### src/rtl/stack_controller_pkg.sv
// Shared CPU-side definitions for the stack controller.
//   SP_TOP_DEF    : empty-stack SP value (also the SP reset value)
//   SP_BOTTOM_DEF : lowest legal SP, reached when the stack is full
//   state_t       : controller state encoding
package stack_controller_pkg;

   localparam logic [31:0] SP_TOP_DEF    = 32'd111;
   localparam logic [31:0] SP_BOTTOM_DEF = 32'd64;

   typedef enum logic [2:0] {
      ST_IDLE   = 3'd0,
      ST_WRITE  = 3'd1,
      ST_READ   = 3'd2,
      ST_RDWAIT = 3'd3,
      ST_DONE   = 3'd4
   } state_t;

endpackage

### src/rtl/stack_controller.sv
// Stack push/pop sequencer. The stack grows downward in a word-addressed
// data memory: PUSH writes mem[SP-1] and then sets SP = SP-1; POP reads
// mem[SP] and then sets SP = SP+1. A shadow copy of SP is kept in sp_cur and
// updated on the same edge that the register bank samples stack_op.
//
// Ports
//   clock, reset          : rising-edge clock, synchronous active-high reset
//   req_valid/pop/data    : request (pop=1 POP, pop=0 PUSH), data for PUSH
//   req_ready             : high only in IDLE, low while reset is asserted
//   stack_op, sp_next     : one-cycle SP commit strobe and new SP value
//   mem_addr/wdata/we/re  : data-memory port; mem_rdata valid cycle after re
//   resp_valid/data/err   : one-cycle completion, POP data, over/underflow
//   sp_cur                : current shadow SP
//
// state  | meaning
// IDLE   | ready for a request
// WRITE  | PUSH: write memory and commit SP-1
// READ   | POP: read strobe at SP
// RDWAIT | POP: capture read data and commit SP+1
// DONE   | response pulse, then back to IDLE
module stack_controller
   import stack_controller_pkg::*;
#(
   parameter logic [31:0] SP_TOP    = SP_TOP_DEF,
   parameter logic [31:0] SP_BOTTOM = SP_BOTTOM_DEF
) (
   input  logic        clock,
   input  logic        reset,
   input  logic        req_valid,
   input  logic        req_pop,
   input  logic [31:0] req_data,
   output logic        req_ready,
   output logic        stack_op,
   output logic [31:0] sp_next,
   output logic [31:0] mem_addr,
   output logic [31:0] mem_wdata,
   output logic        mem_we,
   output logic        mem_re,
   input  logic [31:0] mem_rdata,
   output logic        resp_valid,
   output logic [31:0] resp_data,
   output logic        resp_err,
   output logic [31:0] sp_cur
);

   state_t      state, state_nxt;
   logic [31:0] data_q;
   logic [31:0] sp_q;
   logic        err_q;
   logic        req_err;

   // Request would run off either end of the stack.
   assign req_err = req_pop ? (sp_cur >= SP_TOP) : (sp_cur <= SP_BOTTOM);

   // Strobes are forced low while reset is high so an aborted request
   // cannot leak a memory access or SP commit.
   always_comb begin
      state_nxt  = state;
      req_ready  = 1'b0;
      stack_op   = 1'b0;
      sp_next    = '0;
      mem_addr   = '0;
      mem_wdata  = '0;
      mem_we     = 1'b0;
      mem_re     = 1'b0;
      resp_valid = 1'b0;
      resp_err   = 1'b0;
      if (!reset) begin
         case (state)
            ST_IDLE: begin
               req_ready = 1'b1;
               if (req_valid) begin
                  if (req_err)      state_nxt = ST_DONE;
                  else if (req_pop) state_nxt = ST_READ;
                  else              state_nxt = ST_WRITE;
               end
            end
            ST_WRITE: begin
               mem_we    = 1'b1;
               mem_addr  = sp_q - 32'd1;
               mem_wdata = data_q;
               stack_op  = 1'b1;
               sp_next   = sp_q - 32'd1;
               state_nxt = ST_DONE;
            end
            ST_READ: begin
               mem_re    = 1'b1;
               mem_addr  = sp_q;
               state_nxt = ST_RDWAIT;
            end
            ST_RDWAIT: begin
               stack_op  = 1'b1;
               sp_next   = sp_q + 32'd1;
               state_nxt = ST_DONE;
            end
            ST_DONE: begin
               resp_valid = 1'b1;
               resp_err   = err_q;
               state_nxt  = ST_IDLE;
            end
            default: state_nxt = ST_IDLE;
         endcase
      end
   end

   always_ff @(posedge clock) begin
      if (reset) begin
         state     <= ST_IDLE;
         sp_cur    <= SP_TOP;
         resp_data <= '0;
         data_q    <= '0;
         sp_q      <= '0;
         err_q     <= 1'b0;
      end else begin
         state <= state_nxt;
         if (stack_op) sp_cur <= sp_next;
         if (state == ST_IDLE && req_valid) begin
            data_q <= req_data;
            sp_q   <= sp_cur;
            err_q  <= req_err;
            // Overflowed PUSH goes straight to DONE; its response data is 0.
            if (req_err && !req_pop) resp_data <= '0;
         end
         // resp_data only changes on the edge entering DONE, so it holds
         // its value whenever resp_valid is low.
         if (state == ST_WRITE)  resp_data <= '0;
         if (state == ST_RDWAIT) resp_data <= mem_rdata;
      end
   end

endmodule

### config.mk
export PLATFORM = sky130hd
export DESIGN_NAME = stack_controller
export DESIGN_NICKNAME = d
export VERILOG_FILES = /design/src/rtl/stack_controller_pkg.sv /design/src/rtl/stack_controller.sv
export SDC_FILE = /design/constraint.sdc
export NUM_CORES = 1
export LEC_CHECK = 0
export CAP_MARGIN = 20
export CORE_UTILIZATION = 45
export CTS_CLUSTER_DIAMETER = 80
export CTS_CLUSTER_SIZE = 25
export DETAILED_ROUTE_END_ITERATION = 10
export PLACE_DENSITY_LB_ADDON = 0.12
export SLEW_MARGIN = 25
export SYNTH_ARGS = -nofsm -noshare
export SYNTH_HDL_FRONTEND = slang
export SYNTH_SLANG_ARGS = --single-unit
### constraint.sdc
create_clock -name clock -period 8.04 [get_ports clock]
set_input_delay 1.206 -clock clock [delete_from_list [all_inputs] [get_ports clock]]
set_output_delay 1.206 -clock clock [all_outputs]
set_load 0.05 [all_outputs]
# Word-level counts from Yosys, hierarchy flattened
# Index checks and enable logic that the tools add are counted.
# word_totals
wordCells	50
ff_bits	132
# op_classes
reduce_logical	8
n_eq_ne	5
order_cmp	2
addsub	2
n_mux	27
# ops
op	count
$mux 32	8
$pmux 32 s2	2
$add 32x1->32 const B	1
$ge 32x7->1 const B	1
$le 32x7->1 const B	1
$sub 32x1->32 const B	1
$mux 1	13
$pmux 3 s3	1
$eq 3x2->1 const B	2
$mux 3	2
$reduce_bool 3->1	2
$eq 3x1->1 const B	1
$eq 3x3->1 const B	1
$logic_not 3->1	1
$logic_and 1x1->1	2
$mux 2	1
$ne 2x2->1 const B	1
$reduce_and 2->1	1
$reduce_or 2->1	1
$logic_not 1->1	1

# Depth between registers and ports, before layout
# Gate-level depths: netlist (run 1).
# depth
depth_word	7
depth_mapped	10
ltp_nobuf	7

# Least setup slack after synthesis (run 1)
# Ideal clock, no wire load.
# synth_path
path_kind	input-to-output
startpoint	input reset
endpoint	output resp_err
slack_ps	3165
path_stages	3
arrival_ps	3669
path_cell_list	clkbuf_1 > nor4b_1 > and2_1
# synth_between
elab_chain_len	1
# synth_lines
item	line	source
from (decl)	stack_controller.sv:28	input logic reset,
$mux 1	stack_controller.sv:68	if (!reset) begin
to (decl)	stack_controller.sv:42	output logic resp_err,
# No other way between the ends.

# Worst setup path in the final report (run 1)
# layout_path
startpoint	input reset
endpoint	output sp_next[31]
# layout_between
elab_chain_len	1
# layout_lines
item	line	source
$mux 32	stack_controller.sv:68	
to (decl)	stack_controller.sv:34	output logic [31:0] sp_next,
# No other way between the ends.

==> results of run 1 <==
[cell usage after synthesis (all sizes together) (22+ instances only)]
cell type	n	area, um^2
nand4	22	144
nor3	33	170
nor4	29	221
a21oi	92	460
clkbuf	87	327
and3	41	257
nor2	94	353
nand2	185	694
dfxtp	132	2640
nand3	32	160
o21ai	32	160
a22oi	34	255
[worst paths after layout]
check        slack [ns]                       to  depth (start not counted)                   start
max                2.48              sp_next[31]                          8                   reset
min                0.45   data_q[0]$_SDFFE_PP0P_                          2  data_q[0]$_SDFFE_PP0P_
max reg2reg        5.18  sp_cur[14]$_SDFFE_PP0P_                          7    sp_q[0]$_SDFFE_PP0P_
min reg2reg        0.45   data_q[0]$_SDFFE_PP0P_                          2  data_q[0]$_SDFFE_PP0P_
[power groups by stage]
stage	sequential (mW)	clock, mW	combinational (mW)
final	0.757	0.857	0.647
after global routing	0.764	0.902	0.696
after CTS	0.755	0.869	0.640
after detailed placement	0.769	0	0.636
after global placement	0.767	0	0.631
after floorplan	0.779	0	0.422
[logic make-up after synthesis]
kind of cell               count (synthesis)  synth area share [%]
and+or+nand+nor                          504                  34.2
AOI/OAI and AO/OA                        235                  20.2
buffers and inverters                    118                  6.24
adders and majority gates                  2                 0.340
DFF                                      132                  35.9
xor gates and xnor gates                  19                  2.26
muxes                                      5                 0.749
[worst reg2reg max path, cell delays in order, from the launching register on]
cell,delay (ns)
dfxtp_1,0.45
inv_1,0.11
ha_1,0.26
or4b_1,0.60
nor3_1,0.61
a32oi_1,0.25
xnor2_1,0.22
a22o_1,0.27
[sequential cells by signal, indices dropped and copies added, names as in the netlist]
name and flops:
state 3, sp_cur 32, resp_data 32, sp_q 32, data_q 32, err_q 1
[layer usage]
metal  wire, um  track usage (%)  part of all wire [%]  vias to the layer above
li1           -                -                     -                     3933
met1      10500             37.7                    41                     3874
met2      12200             49.4                    47                      426
met3       2510             9.02                   9.8                       47
met4        573             12.9                   2.2                        0
met5          0                0                     0                        -
[metrics by stage]
step / util (%) / instances
2_1_floorplan: - / 1015
3_3_place_gp: 60.4 / 1369
3_5_place_dp: 60.4 / 1369
4_1_cts: 64.5 / 1401
5_1_grt: 64.5 / 1401
6_report: 64.5 / 1401
[final cells by class]
type	instances	area [um^2]
Multi-Input combinational cell	765	4270
Clock inverter	14	210
Clock buffer	18	439
Tap cell	216	270
Fill cell	1437	5660
Timing Repair Buffer	242	2400
Inverter	14	52.6
Sequential cell	132	2640
[layout by cell type (no fill, tap or decap), types with 8 or more instances in the layout]
cell             instances
a21oi_1                 92
xnor2_1                  8
nor4_1                  24
nand2_1                185
inv_1                   12
nor3_1                  31
buf_4                   10
nand4_1                 21
nor2_1                  94
o21ai_0                 30
or4_1                   11
a31oi_1                 12
and2_1                  10
a22oi_1                 34
clkbuf_16               17
and3_1                  40
xor2_1                  11
clkdlybuf4s50_1        232
and4_1                   8
dfxtp_1                132
nand3_1                 32
==> results.yml, run 1 <==
cts:
  htree_levels: 4
  cts_resized: 0
  ctsLongestPathBuffers: 2
  insertion_delay_to_the_later_sink_of_the_worst_skew_pair_ns: 0.43
  clk_root_buffer_cell: "clkbuf_16"
  clock_sinks: 132
  postCtsSetupBuffers: 0
  path_clk_slew_ns: 0.06
  ctsHoldBuffers: 0
  cts_tree: "built"
  cts_buffers: 17
setup_path:
  worst_path_max_delay_cell: "or3b_2"
  required_time_of_the_worst_setup_path_ns: 6.83
  bufs_and_invs_on_worst_path: 4
  critical_path_arrival_ns: 4.36
  path_class: "primary input to output pin"
  critPathLaunchType: "primary input"
  timing.critical_path.cells: "buf_4 -> or3b_2 -> inv_2 -> buf_4 -> nand2_1 -> o221ai_1 -> nor2b_1 -> clkdlybuf4s50_1"
  critPathCaptureType: "output pin"
  critical_path.top_delay_family: "buffers and inverters"
  crit_path_max_fanout: 59
  max_stage_delay_ns: 0.84
  cell_repeated_most_along_the_worst_path: "buf_4"
finish:
  layout-drive-gt1-share_pct: 5.40
  final_net_count: 1242
  design_area_um2: 10300
  insertedDiodeCount: 0
  area_growth_syn_to_layout_pct: 39.9
floorplanning:
  ios: 234
  core_area_um2: 15900
  placement_rows: 46
  fp.dieArea_um2: 16900
  start_util_pct: 46.1
  die_h_um: 130
  die_width_um: 130
synthesis:
  synthFlopType: "dfxtp_1"
  synth_enable_flop_cells: 0
  yosys.cell_types.count: 67
  ys_seq_area_share_pct: 35.9
  yosys_warnings: 0
  syn_area_um2: 7350
  ys_ff_latch: 132
  syn_area_per_cell_um2: 7.24
  asyncSetResetFlopFracSynth_pct: 0
  synthesis.nets: 1085
  post_synth_inst_count: 1015
detailed_routing:
  routed_wire_length_per_instance_um: 18.4
  routed_wl_mm: 25.8
  avgViaCountPerCell: 5.91
  first_iter_violations: 752
  vias: 8280
  ant_nets: 0
  tritonroute_pass_1_iters: 5
  drt_drc_violations_left: 0
pwr:
  total_power_consumption_of_the_routed_design_mw: 2.26
  seqPwrFrac_pct: 33.5
  ir_drop_mv: 0.161
  cellPowerDensity_nw_per_um2: 220
  p_int_mw: 1.45
  clock_network_fraction_of_design_power_pct: 37.9
  comb_power_share_pct: 28.6
  power.net_switching_mw: 0.810
  leakage_nw: 3.74
  switching_share_pct: 35.8
global_route:
  gr-usage-all-layers_pct: 30.5
  vias_in_the_first_global_route: 7624
  grt_pass1_wl_mm: 40.0
  antenna_found_initial: 0
  grt_start_max_net_pins: 84
  grt.overflow.total: 0
sta:
  post-route-period-util_pct: 69.2
  worst_slew_pin_slew_ns: 0.906
  final-setup-viol-count: 0
  clock_skew_ns: 0.0124
  final.min_clock_period_ns: 5.56
  rsz0062_at_grt: "no"
  setup_tns_ns: 0
  final-hold-violation-count: 0
  finalHoldWorstSlack_ns: 0.450
  slew_violations: 0
  maxSlewHeadroom_pct: 39.0
  finalWorstSetupSlack_ns: 2.48
  fmax_ghz: 0.180
job:
  max-cap-violations: 0
placed_design:
  gp_routability_congestion: 0.904
  placement_cell_area_um2: 9640
  dpl_worst_slack_ns: 2.51
  io_buffer_count: 233
  post-dp-hpwl_mm: 17.2
min_path:
  min_path_type: "register to register"
outcome:
  status: "completed"
No activity file was read; power rests on OpenSTA's default activity.
==> inputs of run 2 (changes only) <==
Settings changed: CORE_UTILIZATION 45 to 43.
Clock period 8.04 ns to 4.9 ns, I/O delays scaled along.
==> results.yml, run 2 (same netlist as run 1, synthesis figures left out) <==
outcome:
  status: "completed"
global_route:
  antenna_found_initial: 0
  grt_pass1_wl_mm: 41.5
  gr-usage-all-layers_pct: 29.5
  grt_start_max_net_pins: 73
  grt.overflow.total: 0
  vias_in_the_first_global_route: 7641
finish:
  filler_cell_count: 1534
  area_growth_syn_to_layout_pct: 41.1
  commonest_non_fill_non_tap_cells_in_the_layout: "209 x clkdlybuf4s50_1, 185 x nand2_1, 132 x dfxtp_1"
  layout-drive-gt1-share_pct: 7.96
  insertedDiodeCount: 0
  layout_commonest_cell: "clkdlybuf4s50_1"
  final_net_count: 1252
setup_path:
  bufs_and_invs_on_worst_path: 2
  critical_path.top_delay_family: "simple AND/OR/NAND/NOR gates"
  critPathLaunchType: "register"
  timing.critical_path.cells: "inv_1 -> ha_1 -> or4b_1 -> nor3_1 -> a32oi_1 -> xnor2_1 -> and2_1 -> clkdlybuf4s50_1"
  critPathCaptureType: "output pin"
  max_stage_delay_ns: 0.79
  required_time_of_the_worst_setup_path_ns: 4.16
  path_class: "register to output pin"
  critical_path_arrival_ns: 3.83
  crit_path_max_fanout: 13
  worst_path_max_delay_cell: "clkdlybuf4s50_1"
cts:
  ctsLongestPathBuffers: 2
  cts_resized: 0
  insertion_delay_to_the_later_sink_of_the_worst_skew_pair_ns: 0.43
  clock_sinks: 132
  postCtsSetupBuffers: 0
  cts_buffers: 17
  htree_levels: 4
  clk_root_buffer_cell: "clkbuf_16"
  path_clk_slew_ns: 0.07
  ctsHoldBuffers: 0
  cts_tree: "built"
sta:
  final-hold-violation-count: 0
  post-route-period-util_pct: 93.2
  fmax_ghz: 0.219
  finalHoldWorstSlack_ns: 0.450
  slew_violations: 0
  finalWorstSetupSlack_ns: 0.331
  final-setup-viol-count: 0
  final.min_clock_period_ns: 4.57
  setup_tns_ns: 0
  worst_slew_pin_slew_ns: 0.961
  clock_skew_ns: 0.0115
  rsz0062_at_grt: "no"
  maxSlewHeadroom_pct: 35.3
pwr:
  ir_drop_mv: 0.255
  total_power_consumption_of_the_routed_design_mw: 3.57
  p_int_mw: 2.26
  power.net_switching_mw: 1.32
  leakage_nw: 3.82
  clock_network_fraction_of_design_power_pct: 35.3
  switching_share_pct: 36.8
  comb_power_share_pct: 30.0
  seqPwrFrac_pct: 34.8
  cellPowerDensity_nw_per_um2: 344
detailed_routing:
  first_iter_violations: 749
  routed_wire_length_per_instance_um: 18.3
  avgViaCountPerCell: 5.87
  tritonroute_pass_1_iters: 5
  drt_drc_violations_left: 0
  vias: 8295
  ant_nets: 0
  routed_wl_mm: 25.9
floorplanning:
  start_util_pct: 44.2
  core_area_um2: 16600
  die_h_um: 133
  placement_rows: 47
  ios: 234
  fp.dieArea_um2: 17600
  die_width_um: 133
job:
  max-cap-violations: 0
placed_design:
  gp_routability_congestion: 0.934
  io_buffer_count: 233
  post-dp-hpwl_mm: 17.8
  dpl_worst_slack_ns: 0.835
min_path:
  min_path_type: "register to register"
-- run 2: cell count changes in the layout (fill, tap and decap cells not counted), moves of 2 or more --
cell	before	now
bufinv_16	4	2
clkdlybuf4s50_1	232	209
buf_12	0	12
inv_6	6	3
buf_4	10	31
clkinvlp_4	0	4
clkinv_2	0	2
-- run 2: per-stage QoR --
| step | std cells | area (um^2) | utilization [%] |
|---|---|---|---|
| detailed placement | 1383 | 9800 | 58.9 |
| finish | 1414 | 10400 | 62.4 |
| floorplan | 1015 | 7350 | - |
| CTS | 1414 | 10400 | 62.4 |
| global route | 1414 | 10400 | 62.4 |
| global placement | 1383 | 9800 | 58.9 |
-- run 2: cell type report --
class	instances	area, um^2	area share [%]
timing repair buffer	252	2560	24.7
clock inverter	14	153	1.47
tap	220	275	2.65
clock buffer	17	425	4.10
inverter	14	52.6	0.506
multi-input combinational	765	4270	41.1
sequential	132	2640	25.5
-- run 2: power by group through the flow --
stage / clock network, mW / registers [mW] / logic, mW
CTS: 1.28 / 1.24 / 1.06
detailed placement: 0 / 1.26 / 1.05
floorplan: 0 / 1.28 / 0.693
global route: 1.33 / 1.26 / 1.15
finish: 1.26 / 1.24 / 1.07
global placement: 0 / 1.26 / 1.05
-- run 2: routing by layer --
layer / share of wire [%] / GRT usage [%]
met2: 47 / 46.8
met1: 41 / 37.2
met4: 3.4 / 13.4
met3: 9.1 / 8.35
met5: 0 / 0
-- run 2: worst reg2reg max path: cells and delay by family, from the launching register on --
kind | cells | cell delay, ns
flops | 1 | 0.43
compound gates | 2 | 0.51
xor+xnor | 1 | 0.19
buf+inv | 1 | 0.10
simple gates | 2 | 1.20
fa+ha+maj | 1 | 0.25
-- run 2: path summary, 6_finish.rpt --
| path | endpoint | start | depth (start not counted) | slack (ns) |
|---|---|---|---|---|
| worst max register to register | sp_cur[14]$_SDFFE_PP0P_ | sp_q[0]$_SDFFE_PP0P_ | 7 | 2.12 |
| worst min register to register | data_q[20]$_SDFFE_PP0P_ | data_q[20]$_SDFFE_PP0P_ | 2 | 0.45 |
| worst min-delay path | data_q[20]$_SDFFE_PP0P_ | data_q[20]$_SDFFE_PP0P_ | 2 | 0.45 |
| worst max-delay path | sp_next[14] | sp_q[0]$_SDFFE_PP0P_ | 8 | 0.33 |
